==> src/rtl/adc3424_sysref_seq.sv <==
// SYSREF pulse-train sequencer for the ADC3424 ODDR forwarding path (one-shot burst or continuous).
// Define SYSREF_SEQ_ALIGN_EN to add sync_in and an ARM state that waits for a synchronised sync_in rise.
module adc3424_sysref_seq #(
   parameter int DIV_W = 8,
   parameter int CNT_W = 8
) (
   input  logic             enc_clk,
   input  logic             rst_n,
`ifdef SYSREF_SEQ_ALIGN_EN
   input  logic             sync_in,
`endif
   input  logic [DIV_W-1:0] cfg_period,
   input  logic [DIV_W-1:0] cfg_high,
   input  logic [CNT_W-1:0] cfg_npulses,
   input  logic             cfg_continuous,
   input  logic             start,
   input  logic             stop,
   output logic             busy,
   output logic             done,
   output logic [CNT_W-1:0] pulse_count,
   output logic             sysref_d1,
   output logic             sysref_d2
);

`ifdef SYSREF_SEQ_ALIGN_EN
   typedef enum logic [2:0] {
      ST_IDLE = 3'd0, ST_ARM = 3'd1, ST_HIGH = 3'd2, ST_LOW = 3'd3, ST_FINISH = 3'd4
   } state_t;
`else
   typedef enum logic [2:0] {
      ST_IDLE = 3'd0, ST_HIGH = 3'd2, ST_LOW = 3'd3, ST_FINISH = 3'd4
   } state_t;
`endif

   state_t           state_r;
   logic [DIV_W-1:0] period_r;
   logic [DIV_W-1:0] high_r;
   logic [CNT_W-1:0] npulses_r;
   logic             continuous_r;
   logic [DIV_W-1:0] cnt_r;
   logic             stop_pend_r;
   logic [DIV_W-1:0] period_s;
   logic [DIV_W-1:0] high_s;

   // Clamp the live configuration so the shadow copy always describes a legal waveform
   always_comb begin
      period_s = cfg_period;
      high_s   = cfg_high;
      if (cfg_period < DIV_W'(2)) begin
         period_s = DIV_W'(2);
      end else begin
         period_s = cfg_period;
      end
      if (cfg_high == {DIV_W{1'b0}}) begin
         high_s = DIV_W'(1);
      end else if (cfg_high >= period_s) begin
         high_s = period_s - DIV_W'(1);
      end else begin
         high_s = cfg_high;
      end
   end

`ifdef SYSREF_SEQ_ALIGN_EN
   logic sync1_r, sync2_r, sync3_r;
   logic sync_rise_s;

   // Two-flop resynchroniser plus one delayed copy for rising-edge detection
   always_ff @(posedge enc_clk or negedge rst_n) begin
      if (!rst_n) begin
         sync1_r <= 1'b0;
         sync2_r <= 1'b0;
         sync3_r <= 1'b0;
      end else begin
         sync1_r <= sync_in;
         sync2_r <= sync1_r;
         sync3_r <= sync2_r;
      end
   end

   assign sync_rise_s = sync2_r & ~sync3_r;
`endif

   // Sequencer FSM; every output is registered alongside the state it belongs to
   always_ff @(posedge enc_clk or negedge rst_n) begin
      if (!rst_n) begin
         state_r      <= ST_IDLE;
         period_r     <= {DIV_W{1'b0}};
         high_r       <= {DIV_W{1'b0}};
         npulses_r    <= {CNT_W{1'b0}};
         continuous_r <= 1'b0;
         cnt_r        <= {DIV_W{1'b0}};
         stop_pend_r  <= 1'b0;
         busy         <= 1'b0;
         done         <= 1'b0;
         pulse_count  <= {CNT_W{1'b0}};
         sysref_d1    <= 1'b0;
         sysref_d2    <= 1'b0;
      end else begin
         done <= 1'b0;
         case (state_r)
            ST_IDLE: begin
               if (start && !stop) begin
                  period_r     <= period_s;
                  high_r       <= high_s;
                  npulses_r    <= cfg_npulses;
                  continuous_r <= cfg_continuous;
                  stop_pend_r  <= 1'b0;
                  pulse_count  <= {CNT_W{1'b0}};
                  if (!cfg_continuous && (cfg_npulses == {CNT_W{1'b0}})) begin
                     state_r <= ST_FINISH;
                     done    <= 1'b1;
                     busy    <= 1'b0;
                  end else begin
`ifdef SYSREF_SEQ_ALIGN_EN
                     state_r <= ST_ARM;
                     busy    <= 1'b1;
`else
                     state_r     <= ST_HIGH;
                     busy        <= 1'b1;
                     sysref_d1   <= 1'b1;
                     sysref_d2   <= 1'b1;
                     pulse_count <= CNT_W'(1);
                     cnt_r       <= high_s - DIV_W'(1);
`endif
                  end
               end else begin
                  state_r <= ST_IDLE;
               end
            end
`ifdef SYSREF_SEQ_ALIGN_EN
            ST_ARM: begin
               if (stop) begin
                  state_r <= ST_FINISH;
                  done    <= 1'b1;
                  busy    <= 1'b0;
               end else if (sync_rise_s) begin
                  state_r     <= ST_HIGH;
                  sysref_d1   <= 1'b1;
                  sysref_d2   <= 1'b1;
                  pulse_count <= CNT_W'(1);
                  cnt_r       <= high_r - DIV_W'(1);
               end else begin
                  state_r <= ST_ARM;
               end
            end
`endif
            ST_HIGH: begin
               if (stop) begin
                  stop_pend_r <= 1'b1;
               end else begin
                  stop_pend_r <= stop_pend_r;
               end
               // A stop seen during HIGH is honoured only once the pulse is complete
               if (cnt_r == {DIV_W{1'b0}}) begin
                  sysref_d1 <= 1'b0;
                  sysref_d2 <= 1'b0;
                  if (stop || stop_pend_r) begin
                     state_r     <= ST_FINISH;
                     done        <= 1'b1;
                     busy        <= 1'b0;
                     stop_pend_r <= 1'b0;
                  end else begin
                     state_r <= ST_LOW;
                     cnt_r   <= period_r - high_r - DIV_W'(1);
                  end
               end else begin
                  cnt_r <= cnt_r - DIV_W'(1);
               end
            end
            ST_LOW: begin
               if (stop) begin
                  state_r <= ST_FINISH;
                  done    <= 1'b1;
                  busy    <= 1'b0;
               end else if (cnt_r == {DIV_W{1'b0}}) begin
                  if (!continuous_r && (pulse_count == npulses_r)) begin
                     state_r <= ST_FINISH;
                     done    <= 1'b1;
                     busy    <= 1'b0;
                  end else begin
                     state_r   <= ST_HIGH;
                     sysref_d1 <= 1'b1;
                     sysref_d2 <= 1'b1;
                     cnt_r     <= high_r - DIV_W'(1);
                     if (pulse_count != {CNT_W{1'b1}}) begin
                        pulse_count <= pulse_count + CNT_W'(1);
                     end else begin
                        pulse_count <= pulse_count;
                     end
                  end
               end else begin
                  cnt_r <= cnt_r - DIV_W'(1);
               end
            end
            ST_FINISH: begin
               state_r <= ST_IDLE;
               busy    <= 1'b0;
            end
            default: begin
               state_r   <= ST_IDLE;
               busy      <= 1'b0;
               sysref_d1 <= 1'b0;
               sysref_d2 <= 1'b0;
            end
         endcase
      end
   end

endmodule

==> config.mk <==
export PLATFORM = sky130hd
export DESIGN_NAME = adc3424_sysref_seq
export DESIGN_NICKNAME = d
export VERILOG_FILES = /design/src/rtl/adc3424_sysref_seq.sv
export SDC_FILE = /design/constraint.sdc
export NUM_CORES = 1
export LEC_CHECK = 0
export CORE_ASPECT_RATIO = 1.4
export CORE_MARGIN = 3
export CORE_UTILIZATION = 35
export DETAILED_ROUTE_END_ITERATION = 12
export GPL_TIMING_DRIVEN = 0
export PLACE_DENSITY_LB_ADDON = 0.15
export SKIP_CTS_REPAIR_TIMING = 1
export SYNTH_ARGS = -nofsm -noshare
export SYNTH_HDL_FRONTEND = slang
export SYNTH_SLANG_ARGS = --single-unit
==> constraint.sdc <==
create_clock -name enc_clk -period 2.3 [get_ports enc_clk]
set_input_delay 0.23 -clock enc_clk [delete_from_list [all_inputs] [get_ports enc_clk]]
set_output_delay 0.23 -clock enc_clk [all_outputs]
set_load 0.005 [all_outputs]
* Word-level counts from Yosys, hierarchy flattened
Index checks and enable logic that the tools add are counted.
** Word-level totals
- Bits in registers :: 48
- Latch bits :: 0
- Memory bits (writable) :: 0
- Memory bits (read-only) :: 0
- Input bits :: 29
- Output and inout port bits :: 12
- Logic and storage cells :: 113
- Memories kept :: 0
** Cells by class
- $add $sub $neg :: 7
- $mul :: 0
- Div/mod/pow operators :: 0
- $lt $le $gt $ge :: 2
- Equal/unequal tests :: 17
- Shift-type cells :: 0
- Multiplexer cells :: 54
- Bitwise gates (word level) :: 1
- Reduce and logical (&&, ||, !) cells :: 21
** Operators with widths (count)
- $mux W8 :: 15
- $sub A8 B1 Y8 const B :: 5
- $mux W1 :: 25
- $logic_not A8 Y1 :: 3
- $pmux W8 S3 :: 1
- $mux W3 :: 7
- $ne A2 B2 Y1 const B :: 8
- $pmux W8 S2 :: 1
- $ne A3 B3 Y1 const B :: 4
- $reduce_and A6 Y1 :: 2
- $pmux W3 S3 :: 1
- $add A8 B1 Y8 const B :: 1
- $eq A8 B8 Y1 :: 1
- $ge A8 B8 Y1 :: 1
- $lt A8 B2 Y1 const B :: 1
- $ne A8 B8 Y1 const B :: 1
- $sub A8 B8 Y8 :: 1
- $reduce_and A7 Y1 :: 1
- $eq A3 B2 Y1 const B :: 2
- $pmux W1 S3 :: 2
- $reduce_and A2 Y1 :: 3
- $reduce_and A5 Y1 :: 1
- $pmux W1 S4 :: 1
- $reduce_bool A2 Y1 :: 2
- other kinds (8) :: 12

* Longest topological paths before layout
- Word-level depth :: 9
- Depth in mapped cells :: 14
- Mapped depth without buffers :: 13

* Least setup slack after synthesis
No wires, ideal clock.
- Path type :: input port to flip-flop
- From :: in cfg_period[6]
- To :: reg cnt_r[4]
- Library setup time :: 0.126 ns
- Data arrival time :: 3.315 ns
- Data required time :: 2.174 ns
- Slack :: -1.141 ns
- Cell stages on the path :: 14
- Path buffers :: 1
- Path through :: or4_4 > o41ai_4 > inv_1 > ha_1 > nor3b_1 > o21ai_0 > a21oi_1 > buf_4 > mux2i_1 > nor2b_1 > ha_1 > a21boi_1 > xnor2_1 > a221o_1
** Between the ends
- Cells in the longest elaborated chain, start to end :: 9
- Elaborated cells on any way between the ends :: 10
- Those cells by class :: add/sub: 2; order compare: 2; mux: 6
** Ends and longest elaborated chain
- from (decl) :: line 12 : input logic [DIV_W-1:0] cfg_period,
- $lt A8 B2 Y1 (*) :: line 49 : if (cfg_period < DIV_W'(2)) begin
- $mux W8 (*) :: line 49
- via period_s[0] :: line 42 : logic [DIV_W-1:0] period_s;
- $sub A8 B1 Y8 or $ge A8 B8 Y1 (tied branches) :: line 57, 56
- $mux W8 (*) :: line 56 : end else if (cfg_high >= period_s) begin
- $mux W8 (*) :: line 54 : if (cfg_high == {DIV_W{1'b0}}) begin
- $sub A8 B1 Y8 (*) :: line 123 : cnt_r <= high_s - DIV_W'(1);
- $mux W8 (*) :: line 109 : if (!cfg_continuous && (cfg_npulses == {CNT_W{1'b0}})) begin
- $mux W8 (*) :: line 102 : if (start && !stop) begin
- $pmux W8 S3 (*) :: line 100 : case (state_r)
- to (signal assigned) :: line 91 : cnt_r <= {DIV_W{1'b0}};
- to (signal assigned) :: line 123
- to (signal assigned) :: line 164 : cnt_r <= period_r - high_r - DIV_W'(1);
- to (decl) :: line 40 : logic [DIV_W-1:0] cnt_r;
Mark *: on every way through the listed nets, which the timed path passes. The rest lies on a longest branch. The select of a mux whose other input is x is not followed.
A chain may end at the register's enable or synchronous reset.

* Final worst setup path
- From :: in cfg_period[7]
- To :: reg cnt_r[4]
The elaborated chain is that of the path after synthesis.

==> impl_metrics.csv <==
group,metric,value,unit
route,via_count,3396,
die,fp.coreArea,0.0100,mm²
pwr,p_sw_share,43.7,%
synth,synthTopCellsByArea,"dfrtp_1 33%, nand2_1 6.9%, ha_1 6.9%, o21ai_0 4.4%, xnor2_1 4.1%",
pwr,pwr-share-seq,30.2,%
critical_path,required,2.48,ns
timing,holdWs,0.240,ns
cts,cts_tree,"built",
pwr,leakagePower,0.00203,µW
global_route,antenna_found_initial,0,
global_route,grt_usage,17.2,%
cells_and_area,syn2layout_area_growth,30.7,%
synth,synth_edf_count,0,
timing,slew_headroom,59.1,%
critical_path,cp_slowest_stage_delay,0.54,ns
route,maxUsedRoutingLayer,"met4",
die,die_h,127,µm
cts,path_clk_slew,0.07,ns
critical_path,crit_top_cell,"ha_4",
global_route,grt_max_degree,26,
global_route,grt_pass1_wl,16.0,mm
run,drv_cap,0,
synth,netlist_area,0.00364,mm²
timing,finClkSkew,0.00372,ns
timing,clock.fmax,310,MHz
route,ant_nets,0,
die,fp-row-count,43,
cells_and_area,drive_gt1_share,16.4,%
timing,final_hold_viol_count,0,
cts,cts-root-buf,"clkbuf_16",
synth,synth_area_leader_cell,"dfrtp_1",
route,wl_met3,265,µm
timing,finalMaxSlewViolations,0,
synth,yosys_warnings,0,
route,drtIter0Drc,125,
cells_and_area,fin_area,0.00476,mm²
pwr,fin_total_pwr,4950,µW
cts,h-tree-depth,2,
pwr,switching_power,2160,µW
place,gp_congestion,0.850,
critical_path,end_kind,"register",
route,wl_per_cell,16.5,µm
critical_path,crit_chain,"buf_6 -> or4_4 -> o41ai_4 -> inv_1 -> ha_4 -> nor3b_2 -> o21ai_2 -> a21oi_4 -> buf_8 -> mux2i_1 -> nor2b_4 -> ha_4 -> a21boi_4 -> xnor2_2 -> a221o_1",
die,io_pins,41,
die,die_area,0.0117,mm²
hold_path,hold_path.class,"in2reg",
place,dpl_cell_area,0.00425,mm²
timing,rsz0062_at_grt,"true",
synth,synth_top_area_share,33.0,%
pwr,clkPwrFrac,14.6,%
route,via_per_inst,5.35,
cells_and_area,final_net_count,550,
place,port_buffers,39,
synth,synth_flop_cell,"dfrtp_1",
timing,finalSetupViolCount,16,
cts,cts_sinks,48,
critical_path,slowest_stage,"or4_4",
synth,async_flop_share,100,%
timing,layout_setup_ws,-0.922,ns
pwr,peakVddDrop,0.381,mV
outcome,violations,"setup timing",
route,met2_length,5.88,mm
timing,period_needed,3.22,ns
route,route.detailed.drc,0,
critical_path,crit_path_max_fanout,5,
synth,synth_cells,434,
cts,clock_path_buffers,2,
route,met1_length,4.08,mm
die,die_w,92.2,µm
critical_path,worstSetupPathType,"in2reg",
place,dp_hpwl,7.98,mm
outcome,outcome,"finished, violations left",
critical_path,crit_arrival,3.40,ns
timing,tightest_slew,0.608,ns
global_route,grt_overflow,0,
timing,finalCritPeriodShare,140,%
synth,synth_nets,484,
route,first_pass_iters,4,
pwr,comb_power_share,55.3,%
pwr,p_int,2790,µW
route,totalWireLength,10.5,mm
pwr,power_density,1040,mW/mm²
critical_path,critPathLaunchType,"primary input",
synth,synth.avg_cell_area,8.39,µm²
global_route,grt_pass1_vias,3293,
synth,ys_ff_latch,48,
cts,numCtsBuffers,5,
die,initial_core_util,36.4,%
cts,clk_latency,0.29,ns
cells_and_area,n_antenna_cell,0,
synth,synth-seq-area-share,33.0,%
synth,synth_cell_types,65,
==> cell usage after synthesis (all sizes together), types with 10 or more instances <==
cell,instances
a21oi,22
clkbuf,11
dfrtp,48
ha,20
inv,26
nand2,67
nand4,10
nor2,28
nor3,17
o21ai,35
xnor2,17
xor2,15
==> sequential cells by signal, summed over array words and instances, names as in the netlist <==
register	flops
high_r	8
continuous_r	1
cnt_r	8
busy	1
state_r	3
period_r	8
stop_pend_r	1
pulse_count	8
sysref_d2	1
npulses_r	8
done	1
==> metrics by stage <==
stage               setup slack, ns  std cells  utilization [%]  TNS, ns
floorplan                    -0.951        434                -    -7.79
CTS                           -1.69        616             43.8   -19.88
finish                       -0.922        635             47.5    -8.07
global placement              -1.96        608             42.3   -47.33
global route                  -1.06        635             47.5    -9.89
detailed placement            -1.97        609             42.5   -24.76
==> path summary, 6_finish.rpt <==
| kind | start | to | slack [ns] | depth (start not counted) |
|---|---|---|---|---|
| max | cfg_period[7] | cnt_r[4] | -0.92 | 15 |
| min | cfg_period[5] | period_r[5] | 0.24 | 3 |
| max reg2reg | pulse_count[1] | cnt_r[7] | -0.25 | 8 |
| max in group asynchronous | rst_n | high_r[0] | 1.28 | 3 |
| min in group asynchronous | rst_n | pulse_count[6] | 0.48 | 2 |
| min reg2reg | continuous_r | continuous_r | 0.49 | 2 |
==> cell type report <==
cell class / instances / area [µm²]
tap: 135 / 169
clock inverter: 1 / 5.00
sequential: 48 / 1200
timing repair buffer: 58 / 559
inverter: 26 / 97.6
buffer: 19 / 95.1
fill: 983 / 5250
clock buffer: 6 / 129
multi-input combinational: 342 / 2500
==> logic make-up (layout without fill, tap and decap cells) <==
kind of cell | Yosys count | in the layout | synth area share [%]
AO/OA/AOI/OAI | 105 | 106 | 19.6
XOR/XNOR | 32 | 32 | 7.70
adder cells (fa/ha/maj) | 21 | 21 | 7.43
buffers and inverters | 45 | 110 | 5.02
flip-flops | 48 | 48 | 33.0
multiplexers | 10 | 10 | 2.82
AND/OR/NAND/NOR | 173 | 173 | 24.5
==> layer usage <==
layer / vias up / track usage [%]
met5: - / 0
met4: 0 / 6.82
met3: 15 / 2.02
met2: 62 / 33.8
met1: 1631 / 18.3
li1: 1688 / -
==> worst max-delay path: cells and delay by family <==
kind | cells | cell delay, ns
and+or+nand+nor | 3 | 0.95
muxes | 1 | 0.19
buffers and inverters | 3 | 0.37
xor gates and xnor gates | 1 | 0.10
AOI/OAI and AO/OA | 5 | 1.15
adders and majority gates | 2 | 0.39
==> power by group through the flow <==
stage	clock, µW	sequential, µW	combinational, µW
floorplan	0	1420	1860
global placement	0	1500	2510
detailed placement	0	1510	2550
CTS	738	1490	2580
global route	765	1540	3050
finish	722	1490	2740
==> cell usage in the layout, fill, tap and decap left out, types with 15 or more instances in the layout <==
cell	n
xor2_1	15
dfrtp_1	48
buf_4	17
nor2_1	28
o21ai_0	25
nand2_1	66
nor3_1	16
a21oi_1	19
clkdlybuf4s50_1	32
inv_1	26
ha_1	17
Power figures use the tool's default switching activity.
